<file path="src/rtl/pipelined_adder_if.sv">
// Operand/result handshake bundle for pipelined_adder.
// The master side supplies operands and consumes results.
interface pipelined_adder_if #(
  parameter int WIDTH = 16
);
  logic             in_valid;
  logic             in_ready;
  logic [WIDTH-1:0] a;
  logic [WIDTH-1:0] b;
  logic             cin;
  logic             sub;
  logic             out_valid;
  logic             out_ready;
  logic [WIDTH-1:0] sum;
  logic             cout;
  logic             ovf;

  modport master (
    output in_valid, a, b, cin, sub, out_ready,
    input  in_ready, out_valid, sum, cout, ovf
  );

  modport slave (
    input  in_valid, a, b, cin, sub, out_ready,
    output in_ready, out_valid, sum, cout, ovf
  );
endinterface

</file>
<file path="src/rtl/pipelined_adder.sv">
// WIDTH-bit add/subtract built from SEG-bit ripple segments with registered carries.
// Optional: define PIPELINED_ADDER_SAT_EN to saturate the final sum on signed overflow.
module pipelined_adder #(
  parameter int WIDTH = 16,
  parameter int SEG   = 4
) (
  input  logic              clk,
  input  logic              rst,
  pipelined_adder_if.slave  bus
);

  localparam int STAGES = WIDTH / SEG;
  localparam int LAST   = STAGES - 1;

  // Whole pipeline moves as one; a stalled result freezes every stage.
  logic adv;
  assign adv          = !bus.out_valid || bus.out_ready;
  assign bus.in_ready = adv;

  for (genvar k = 0; k < STAGES; k++) begin : g_stage
    localparam int LO  = k * SEG;
    localparam int REM = WIDTH - LO;

    // w carries {unsummed A bits above LO, finished sum bits below LO}.
    logic [WIDTH-1:0] w_in;
    logic [REM-1:0]   bp_in;
    logic             c_in;
    logic             v_in;

    logic [WIDTH-1:0] w_q;
    logic             c_q;
    logic             v_q;

    if (k == 0) begin : g_src
      assign w_in  = bus.a;
      assign bp_in = bus.sub ? ~bus.b : bus.b;
      assign c_in  = bus.sub | bus.cin;
      assign v_in  = bus.in_valid;
    end else begin : g_src
      assign w_in  = g_stage[k-1].w_q;
      assign bp_in = g_stage[k-1].g_fwd.bp_q;
      assign c_in  = g_stage[k-1].c_q;
      assign v_in  = g_stage[k-1].v_q;
    end

    logic [SEG-1:0] a_s;
    logic [SEG-1:0] b_s;
    logic [SEG:0]   slice;
    logic [WIDTH-1:0] w_next;

    assign a_s   = w_in[LO +: SEG];
    assign b_s   = bp_in[SEG-1:0];
    assign slice = {1'b0, a_s} + {1'b0, b_s} + {{SEG{1'b0}}, c_in};

    // NOTE: every variable assigned in always_comb gets a full default first,
    // so no path leaves it unassigned and no latch is inferred.
    always_comb begin
      w_next           = w_in;
      w_next[LO +: SEG] = slice[SEG-1:0];
    end

    if (k == LAST) begin : g_last
      logic             msb_cin;
      logic             ovf_n;
      logic [WIDTH-1:0] sum_n;
      logic             ovf_q;

      // Carry into the MSB recovered from the sum bit: s = a ^ b ^ cin.
      assign msb_cin = a_s[SEG-1] ^ b_s[SEG-1] ^ slice[SEG-1];
      assign ovf_n   = msb_cin ^ slice[SEG];

`ifdef PIPELINED_ADDER_SAT_EN
      // On overflow both operand MSBs agree and give the sign of the true result.
      always_comb begin
        sum_n = w_next;
        if (ovf_n) begin
          sum_n = a_s[SEG-1] ? {1'b1, {(WIDTH-1){1'b0}}}
                             : {1'b0, {(WIDTH-1){1'b1}}};
        end
      end
`else
      assign sum_n = w_next;
`endif

      always_ff @(posedge clk) begin
        if (rst) begin
          w_q   <= '0;
          c_q   <= 1'b0;
          v_q   <= 1'b0;
          ovf_q <= 1'b0;
        end else if (adv) begin
          w_q   <= sum_n;
          c_q   <= slice[SEG];
          v_q   <= v_in;
          ovf_q <= ovf_n;
        end
      end
    end else begin : g_fwd
      logic [REM-SEG-1:0] bp_q;

      // NOTE: state registers use non-blocking assignments so every stage
      // samples its neighbour's pre-edge value and the shift is order-free.
      always_ff @(posedge clk) begin
        if (rst) begin
          w_q  <= '0;
          bp_q <= '0;
          c_q  <= 1'b0;
          v_q  <= 1'b0;
        end else if (adv) begin
          w_q  <= w_next;
          bp_q <= bp_in[REM-1:SEG];
          c_q  <= slice[SEG];
          v_q  <= v_in;
        end
      end
    end
  end

  assign bus.out_valid = g_stage[LAST].v_q;
  assign bus.sum       = g_stage[LAST].w_q;
  assign bus.cout      = g_stage[LAST].c_q;
  assign bus.ovf       = g_stage[LAST].g_last.ovf_q;

endmodule

</file>
<file path="src/flat_wrapper.sv">
// flat-port wrapper written by rule: the top's interface ports become plain ports
module pipelined_adder_flat 
#(
  parameter int WIDTH = 16,
  parameter int SEG   = 4
)
  (clk, rst, bus_in_valid, bus_a, bus_b, bus_cin, bus_sub, bus_out_ready, bus_in_ready, bus_out_valid, bus_sum, bus_cout, bus_ovf);
  pipelined_adder_if #(.WIDTH(WIDTH)) bus_i ();
  input  logic clk;
  input  logic rst;
  input wire logic [$bits(bus_i.in_valid)-1:0] bus_in_valid;
  input wire logic [$bits(bus_i.a)-1:0] bus_a;
  input wire logic [$bits(bus_i.b)-1:0] bus_b;
  input wire logic [$bits(bus_i.cin)-1:0] bus_cin;
  input wire logic [$bits(bus_i.sub)-1:0] bus_sub;
  input wire logic [$bits(bus_i.out_ready)-1:0] bus_out_ready;
  output wire logic [$bits(bus_i.in_ready)-1:0] bus_in_ready;
  output wire logic [$bits(bus_i.out_valid)-1:0] bus_out_valid;
  output wire logic [$bits(bus_i.sum)-1:0] bus_sum;
  output wire logic [$bits(bus_i.cout)-1:0] bus_cout;
  output wire logic [$bits(bus_i.ovf)-1:0] bus_ovf;
  assign bus_i.in_valid = bus_in_valid;
  assign bus_i.a = bus_a;
  assign bus_i.b = bus_b;
  assign bus_i.cin = bus_cin;
  assign bus_i.sub = bus_sub;
  assign bus_i.out_ready = bus_out_ready;
  assign bus_in_ready = bus_i.in_ready;
  assign bus_out_valid = bus_i.out_valid;
  assign bus_sum = bus_i.sum;
  assign bus_cout = bus_i.cout;
  assign bus_ovf = bus_i.ovf;
  pipelined_adder #(.WIDTH(WIDTH), .SEG(SEG)) u_core (.clk(clk), .rst(rst), .bus(bus_i));
endmodule
</file>
<file path="config.mk">
export PLATFORM = sky130hd
export DESIGN_NAME = pipelined_adder_flat
export DESIGN_NICKNAME = d
export VERILOG_FILES = /design/src/rtl/pipelined_adder_if.sv /design/src/rtl/pipelined_adder.sv /design/src/flat_wrapper.sv
export SDC_FILE = /design/constraint.sdc
export NUM_CORES = 1
export LEC_CHECK = 0
export CAP_MARGIN = 20
export CORE_UTILIZATION = 40
export CTS_CLUSTER_DIAMETER = 150
export DETAILED_ROUTE_END_ITERATION = 6
export MAX_ROUTING_LAYER = met4
export REMOVE_ABC_BUFFERS = 1
export SYNTH_ARGS = -nofsm -noshare
export SYNTH_HDL_FRONTEND = slang
export SYNTH_SLANG_ARGS = --single-unit
</file>
<file path="constraint.sdc">
create_clock -name clk -period 2 [get_ports clk]
set_input_delay 0.4 -clock clk [delete_from_list [all_inputs] [get_ports clk]]
set_output_delay 0.4 -clock clk [all_outputs]
set_load 0.1 [all_outputs]
</file>
# Yosys cells after proc, flatten, opt, wreduce, memory -nomap -nowiden
# Index checks and enable logic that the tools add are counted.
[totals]
inputBits = 38
register_bits = 97
elab_cells = 32
out_inout_bits = 20
[classes]
n_reduce_logical = 2
n_bitwise = 5
mux = 1
addsub = 8
[op_table]
columns = ["operator", "count"]
rows = [
  ["$add A4 B4 Y5", 4],
  ["$add A5 B1 Y5", 4],
  ["$mux W16", 1],
  ["$not A16 Y16", 1],
  ["$xor A1 B1 Y1", 3],
  ["$logic_not A1 Y1", 1],
  ["$logic_or A1 B1 Y1", 1],
  ["$or A1 B1 Y1", 1],
]

# Depth between registers and ports, before layout
# Gate-level depths: netlist of the first run.
[depth]
word_depth = 4
ltp_mapped = 9
ltp_nobuf = 7

# Least setup slack after synthesis of the first run
# Ideal clock, no wire load.
[synth_timing]
kind = "input to register"
from = "in bus_sub"
to = "reg u_core.g_stage[0].w_q[1]"
arrival_time_ps = 2056
stages = 7
required_time_ps = 1921
slack_ps = -135
cell_sequence = "buf_4 buf_4 or2_2 fa_1 inv_1 fa_1 a211oi_2"
[synth_between]
elab_chain_cells = 3
elab_cells_between_ends = 4
[synth_rtl]
columns = ["element", "line", "rtl"]
rows = [
  ["start: declaration", "flat_wrapper.sv:15", "input wire logic [$bits(bus_i.sub)-1:0] bus_sub;"],
  ["$mux W16", "pipelined_adder.sv:36", "assign bp_in = bus.sub ? ~bus.b : bus.b;"],
  ["$add A4 B4 Y5", "pipelined_adder.sv:53", "assign slice = {1'b0, a_s} + {1'b0, b_s} + {{SEG{1'b0}}, c_in};"],
  ["$add A5 B1 Y5 *", "pipelined_adder.sv:53", ""],
  ["end signal: assignment", "pipelined_adder.sv:110", "w_q <= w_next;"],
  ["end: declaration", "pipelined_adder.sv:30", "logic [WIDTH-1:0] w_q;"],
]
# Every way passes the cells marked *; elsewhere a longest branch is shown, timed or not.
# A chain may end at the register's enable or synchronous reset.

# Final worst setup path of the first run
[layout_timing]
from = "in bus_b[0]"
to = "reg u_core.g_stage[0].c_q"
[layout_between]
elab_chain_cells = 4
[layout_rtl]
columns = ["element", "line", "rtl"]
rows = [
  ["start: declaration", "flat_wrapper.sv:13", "input wire logic [$bits(bus_i.b)-1:0] bus_b;"],
  ["$not A16 Y16", "pipelined_adder.sv:36", ""],
  ["$mux W16 *", "pipelined_adder.sv:36", ""],
  ["$add A4 B4 Y5 *", "pipelined_adder.sv:53", ""],
  ["$add A5 B1 Y5 *", "pipelined_adder.sv:53", ""],
  ["end signal: assignment", "pipelined_adder.sv:112", "c_q <= slice[SEG];"],
  ["end: declaration", "pipelined_adder.sv:31", "logic c_q;"],
]
# Marked as above.

==> impl_metrics.ini, run 1 <==
[timing]
layout_setup_ws_ns = 0.0986
max_freq_mhz = 526
slew_violations = 0
rsz0062_at_grt = false
finalHoldViolations = 0
skew_ns = 0.0105
holdWs_ns = 0.455
period_minus_slack_ns = 1.90
period_share = 0.951
setup_viol = 0
slew_headroom = 0.722
worstMarginPinSlew_ns = 0.416
tns_ns = 0

[critical_path]
cp_max_fo = 2
end_kind = register
required_ns = 2.26
cp.arrival_ns = 2.16
startpoint_type = primary input
r2r_slack_ns = 0.12
critical_path_class = in -> reg

[power_and_ir_drop]
pwr-share-comb = 0.148
p_int_mw = 2.81
p_sw_mw = 1.10
vdd.ir_drop.worst_mv = 0.416
power.density_mw_per_mm2 = 783
sequentialPowerShare = 0.542
clkPwrFrac = 0.310
sw_frac_of_total = 0.281
p_leak_nw = 1.97

[clocking]
clkLatencyLatePin_ns = 0.35
numCtsBuffers = 9
cts_max_level = 3
clk_pin_slew_worst_paths_ns = 0.09
cts_setup_buffers = 0
cts_tree = done
cts-hold-fix-buffers = 0
clk_path_buf_depth = 2
cts_sinks = 97
root_buffer = clkbuf_8

[die]
rows = 36
dieArea_mm2 = 0.0108
die_w_um = 104
fp.dieH_um = 104
io_pins = 58
start_util = 0.419
fp.coreArea_mm2 = 0.00991

[layout]
finalInstanceArea_mm2 = 0.00499
antennaDiodeCount = 0
postLayoutCoreUtil = 0.504
regArea_mm2 = 0.00194
multi_input_area_mm2 = 0.00197
fill_cells = 980
nets = 586
drive_above_1_share = 0.139
area.growth.synth_to_final_pct = 20.3

[yosys]
synthTopCellsByCount = 138 x nand2_1, 97 x dfxtp_1, 73 x a21oi_1
syn_area_per_cell_um2 = 8.64
synth_edf_count = 0
yosys_most_used_dff = dfxtp_1
synth-simple-area-share = 0.190
synth_compound_area_frac = 0.161
yosysUniqueCellTypes = 32
synth_top_family_by_area = simple AND/OR/NAND/NOR gates
muxShareOfSynthArea = 0
ys_ff_latch = 97
synth-adder-area-share = 0.0748
synthCells = 480
synth_top_area_share = 0.468
seq_area_frac_synth = 0.468
yosys.area.top_type = dfxtp_1
yosys.area_share.xor_xnor = 0.0443
synth_most_common_cell = nand2_1
netlist_area_mm2 = 0.00415
synth_area_leaders = dfxtp_1 47%, nand2_1 12%, a21oi_1 8.8%, a211oi_2 4.5%, fa_1 3.9%
async_flop_share = 0
yosysWarnings = 0

[global_route]
gr-total-overflow = 0
grt_max_degree = 45
grt_pass1_wl_mm = 13.6
grt_usage = 0.159
antenna_found_initial = 0
grt_pass1_vias = 3056

[detailed_routing]
drc_errors = 0
viasPerCell = 4.76
ant_nets = 0
wl_mm = 7.97
first_pass_iters = 4
dr.first_iter.drc_count = 123
wl_per_cell_um = 12.0
vias = 3168

[placed_design]
gp_congestion = 0.761
place_ws_ns = -0.457
dpl.hpwl_mm = 5.48
portBuffers = 57
placed_area_mm2 = 0.00479

[hold_path]
hp-class = reg -> reg

[run]
drv_cap = 0

[run_status]
status = finished clean
==> critical path, cell delays in order <==
cell             delay [ns]
clkdlybuf4s50_1        0.48
xor2_1                 0.18
fa_2                   0.24
inv_1                  0.06
fa_2                   0.35
nor2b_1                0.13
o21ai_0                0.09
a221oi_1               0.23
==> per-layer routing <==
metal / wire, um / vias to the layer above / track usage
met5: 0 / - / -
met4: 72 / 0 / 0.0582
met3: 243 / 6 / 0.0296
met2: 3800 / 49 / 0.265
met1: 3860 / 1452 / 0.191
li1: - / 1661 / -
==> kinds of logic (layout without fill, tap and decap cells) <==
family | count (synthesis) | after routing
AOI/OAI and AO/OA | 104 | 104
xor gates and xnor gates | 21 | 21
adders and majority gates | 20 | 20
buffers and inverters | 48 | 101
DFF | 97 | 97
and+or+nand+nor | 190 | 190
==> cells in the final DEF, fill, tap and decap left out, types with 6 or more instances in the layout <==
cell type          n
a211oi_1           7
a211oi_2          15
a21oi_1           72
buf_4             31
clkbuf_8          10
clkdlybuf4s50_1   35
dfxtp_1           97
ha_1              12
inv_1             13
nand2_1          138
nand3b_1           6
nor2_1            28
xnor2_1           15
xor2_1             6
==> area by class of cell <==
type / count / share of cell area
clock inverters: 6 / 0.0103
flip-flops and latches: 97 / 0.389
multi-input cells: 335 / 0.394
inverters: 14 / 0.0110
well taps: 133 / 0.0333
repair buffers: 71 / 0.135
clock buffers: 10 / 0.0276
==> timing repair <==
action	CTS	global route
setup endpoints to repair	3	2
pin swaps	1	2
gates resized for setup	2	4
==> through the flow <==
step / cells / total power, mW
after floorplan: 446 / 2.52
after global routing: 666 / 4.10
after global placement: 650 / 2.73
after detailed placement: 650 / 2.74
final: 666 / 3.91
after CTS: 666 / 3.96
==> path summary, 6_finish.rpt <==
kind / from / end / depth (start not counted)
setup reg to reg: u_core.g_stage[2].g_fwd.bp_q[0]$_SDFFE_PP0P_ / u_core.bus.ovf$_SDFFE_PP0P_ / 7
setup / recovery: bus_b[0] / u_core.g_stage[0].c_q$_SDFFE_PP0P_ / 8
hold / removal: u_core.bus.sum[7]$_SDFFE_PP0P_ / u_core.bus.sum[7]$_SDFFE_PP0P_ / 2
hold reg to reg: u_core.bus.sum[7]$_SDFFE_PP0P_ / u_core.bus.sum[7]$_SDFFE_PP0P_ / 2
==> sequential cells by signal, indices dropped and copies added, names as in the netlist <==
| register | cells |
|---|---|
| u_core.bus.cout | 1 |
| u_core.bus.out_valid | 1 |
| u_core.bus.ovf | 1 |
| u_core.bus.sum | 16 |
| u_core.g_stage.c_q | 3 |
| u_core.g_stage.g_fwd.bp_q | 24 |
| u_core.g_stage.v_q | 3 |
| u_core.g_stage.w_q | 48 |
==> power groups by stage <==
stage | registers [mW] | logic [mW] | clock network [mW]
after floorplan | 2.26 | 0.260 | 0
after global placement | 2.16 | 0.568 | 0
after detailed placement | 2.17 | 0.579 | 0
after CTS | 2.12 | 0.581 | 1.26
after global routing | 2.14 | 0.637 | 1.33
final | 2.12 | 0.578 | 1.21
Power figures use the tool's default switching activity.
==> run 2: changes to the inputs <==
- ABC_AREA: default -> 1
- CORE_MARGIN: default -> 2
==> impl_metrics.ini, run 2 <==
[layout]
antennaDiodeCount = 0
regMostFlops = u_core.g_stage.w_q
fill_cells = 1009
largest_reg_flops = 48
finalInstanceArea_mm2 = 0.00503
drive_above_1_share = 0.0976
layout_common_cells = 133 x nor2_1, 97 x o21ai_0, 97 x dfxtp_1
postLayoutCoreUtil = 0.494
nets = 628
area.growth.synth_to_final_pct = 21.9
final_common_cell = nor2_1
layoutNonFillerInstCount = 710

[global_route]
grt_max_degree = 97
grt_usage = 0.147
grt_pass1_wl_mm = 13.1
grt_pass1_vias = 2964
antenna_found_initial = 0
gr-total-overflow = 0

[clocking]
cts_setup_buffers = 0
clk_path_buf_depth = 2
cts_resized = 0
cts-hold-fix-buffers = 0
cts_tree = done
clk_pin_slew_worst_paths_ns = 0.08
cts_sinks = 97
numCtsBuffers = 9
clkLatencyLatePin_ns = 0.35
cts_max_level = 3
root_buffer = clkbuf_8

[timing]
layout_setup_ws_ns = 0.0643
setup_viol = 0
period_minus_slack_ns = 1.94
slew_violations = 0
period_share = 0.968
max_freq_mhz = 517
skew_ns = 0.00753
rsz0062_at_grt = false
slew_headroom = 0.763
finalHoldViolations = 0
worstMarginPinSlew_ns = 0.355

[critical_path]
worst_path_max_delay_cell = clkdlybuf4s50_1
end_kind = register
cp.arrival_ns = 2.22
required_ns = 2.28
critical_path_class = in -> reg
startpoint_type = primary input
cp_max_fo = 3
crit_chain = clkdlybuf4s50_1 -> or2_2 -> fa_1 -> inv_1 -> fa_2 -> a21oi_1
max_stage_delay_ns = 0.45

[yosys]
synthTopCellsByCount = 133 x nor2_1, 97 x dfxtp_1, 97 x o21ai_0
synth_edf_count = 0
yosys_most_used_dff = dfxtp_1
syn_area_per_cell_um2 = 7.90
netlist_area_mm2 = 0.00413
synth_top_area_share = 0.470
synth_area_leaders = dfxtp_1 47%, nor2_1 12%, o21ai_0 12%, fa_1 3.9%, ha_1 3.6%
ys_ff_latch = 97
yosysWarnings = 0
yosys.area.top_type = dfxtp_1
async_flop_share = 0
yosysUniqueCellTypes = 26
synthCells = 523
synth_most_common_cell = nor2_1
seq_area_frac_synth = 0.470

[hold_path]
hp-class = reg -> reg

[die]
start_util = 0.406
dieArea_mm2 = 0.0112
die_w_um = 106
fp.coreArea_mm2 = 0.0102
rows = 37
io_pins = 58
fp.dieH_um = 106

[detailed_routing]
drc_errors = 0
viasPerCell = 4.70
vias = 3336
first_pass_iters = 4
dr.first_iter.drc_count = 154
ant_nets = 0
wl_mm = 7.75
wl_per_cell_um = 10.9

[placed_design]
dpl.hpwl_mm = 5.10
place_ws_ns = -0.286
gp_congestion = 0.848
placed_area_mm2 = 0.00481
post-place-cells = 695
portBuffers = 57

[power_and_ir_drop]
vdd.ir_drop.worst_mv = 0.416
p_leak_nw = 2.37
power.density_mw_per_mm2 = 825
power_mw = 4.15

[run]
drv_cap = 0

[run_status]
status = finished clean
## run 2: per-stage QoR
step	setup TNS [ns]	hold WS (ns)
final	0	0.480
after global routing	0	0.507
after CTS	0	0.480
after detailed placement	-0.973	0.466
after global placement	-0.770	0.456
after floorplan	-80.89	0.441
## run 2: path summary, 6_finish.rpt
path	from	cells after the start	end	slack, ns
min reg2reg	u_core.g_stage[2].w_q[12]$_SDFFE_PP0P_	2	u_core.g_stage[2].w_q[12]$_SDFFE_PP0P_	0.48
max reg2reg	u_core.g_stage[2].g_fwd.bp_q[0]$_SDFFE_PP0P_	11	u_core.bus.ovf$_SDFFE_PP0P_	0.19
max	bus_sub	6	u_core.g_stage[0].w_q[1]$_SDFFE_PP0P_	0.06
min	u_core.g_stage[2].w_q[12]$_SDFFE_PP0P_	2	u_core.g_stage[2].w_q[12]$_SDFFE_PP0P_	0.48
## run 2: routing by layer
metal	wire, um	global-route usage	share of wire	vias up
met4	89	0.0404	0.011	0
met1	3870	0.182	0.50	1483
met5	0	-	0	-
met2	3430	0.238	0.44	67
li1	-	-	-	1775
met3	355	0.0408	0.046	11
## run 2: kinds of logic (layout without fill, tap and decap cells)
family          Yosys count  count (layout)  synth area share
xor+xnor                 10              10            0.0212
compound gates          134             134             0.166
buf+inv                  70             121            0.0806
flops                    97              97             0.470
fa+ha+maj                20              20            0.0751
simple gates            192             192             0.187
## run 2: worst max-delay path: cells and delay by family
family | cells | cell delay, ns
adder cells (fa/ha/maj) | 2 | 0.82
AND/OR/NAND/NOR | 1 | 0.32
buffers and inverters | 2 | 0.54
AO/OA/AOI/OAI | 1 | 0.13
## run 2: final cells by class
class / count / area (um2) / share of cell area
repair buffers: 70 / 706 / 0.140
multi-input cells: 356 / 1860 / 0.370
clock inverters: 5 / 80.1 / 0.0159
clock buffers: 10 / 138 / 0.0273
well taps: 136 / 170 / 0.0338
flip-flops and latches: 97 / 1940 / 0.386
inverters: 36 / 138 / 0.0273
## run 2: report_power, final
group / switching (mW) / internal, mW
logic: 0.390 / 0.246
registers: 0.0655 / 2.07
clock network: 0.650 / 0.730
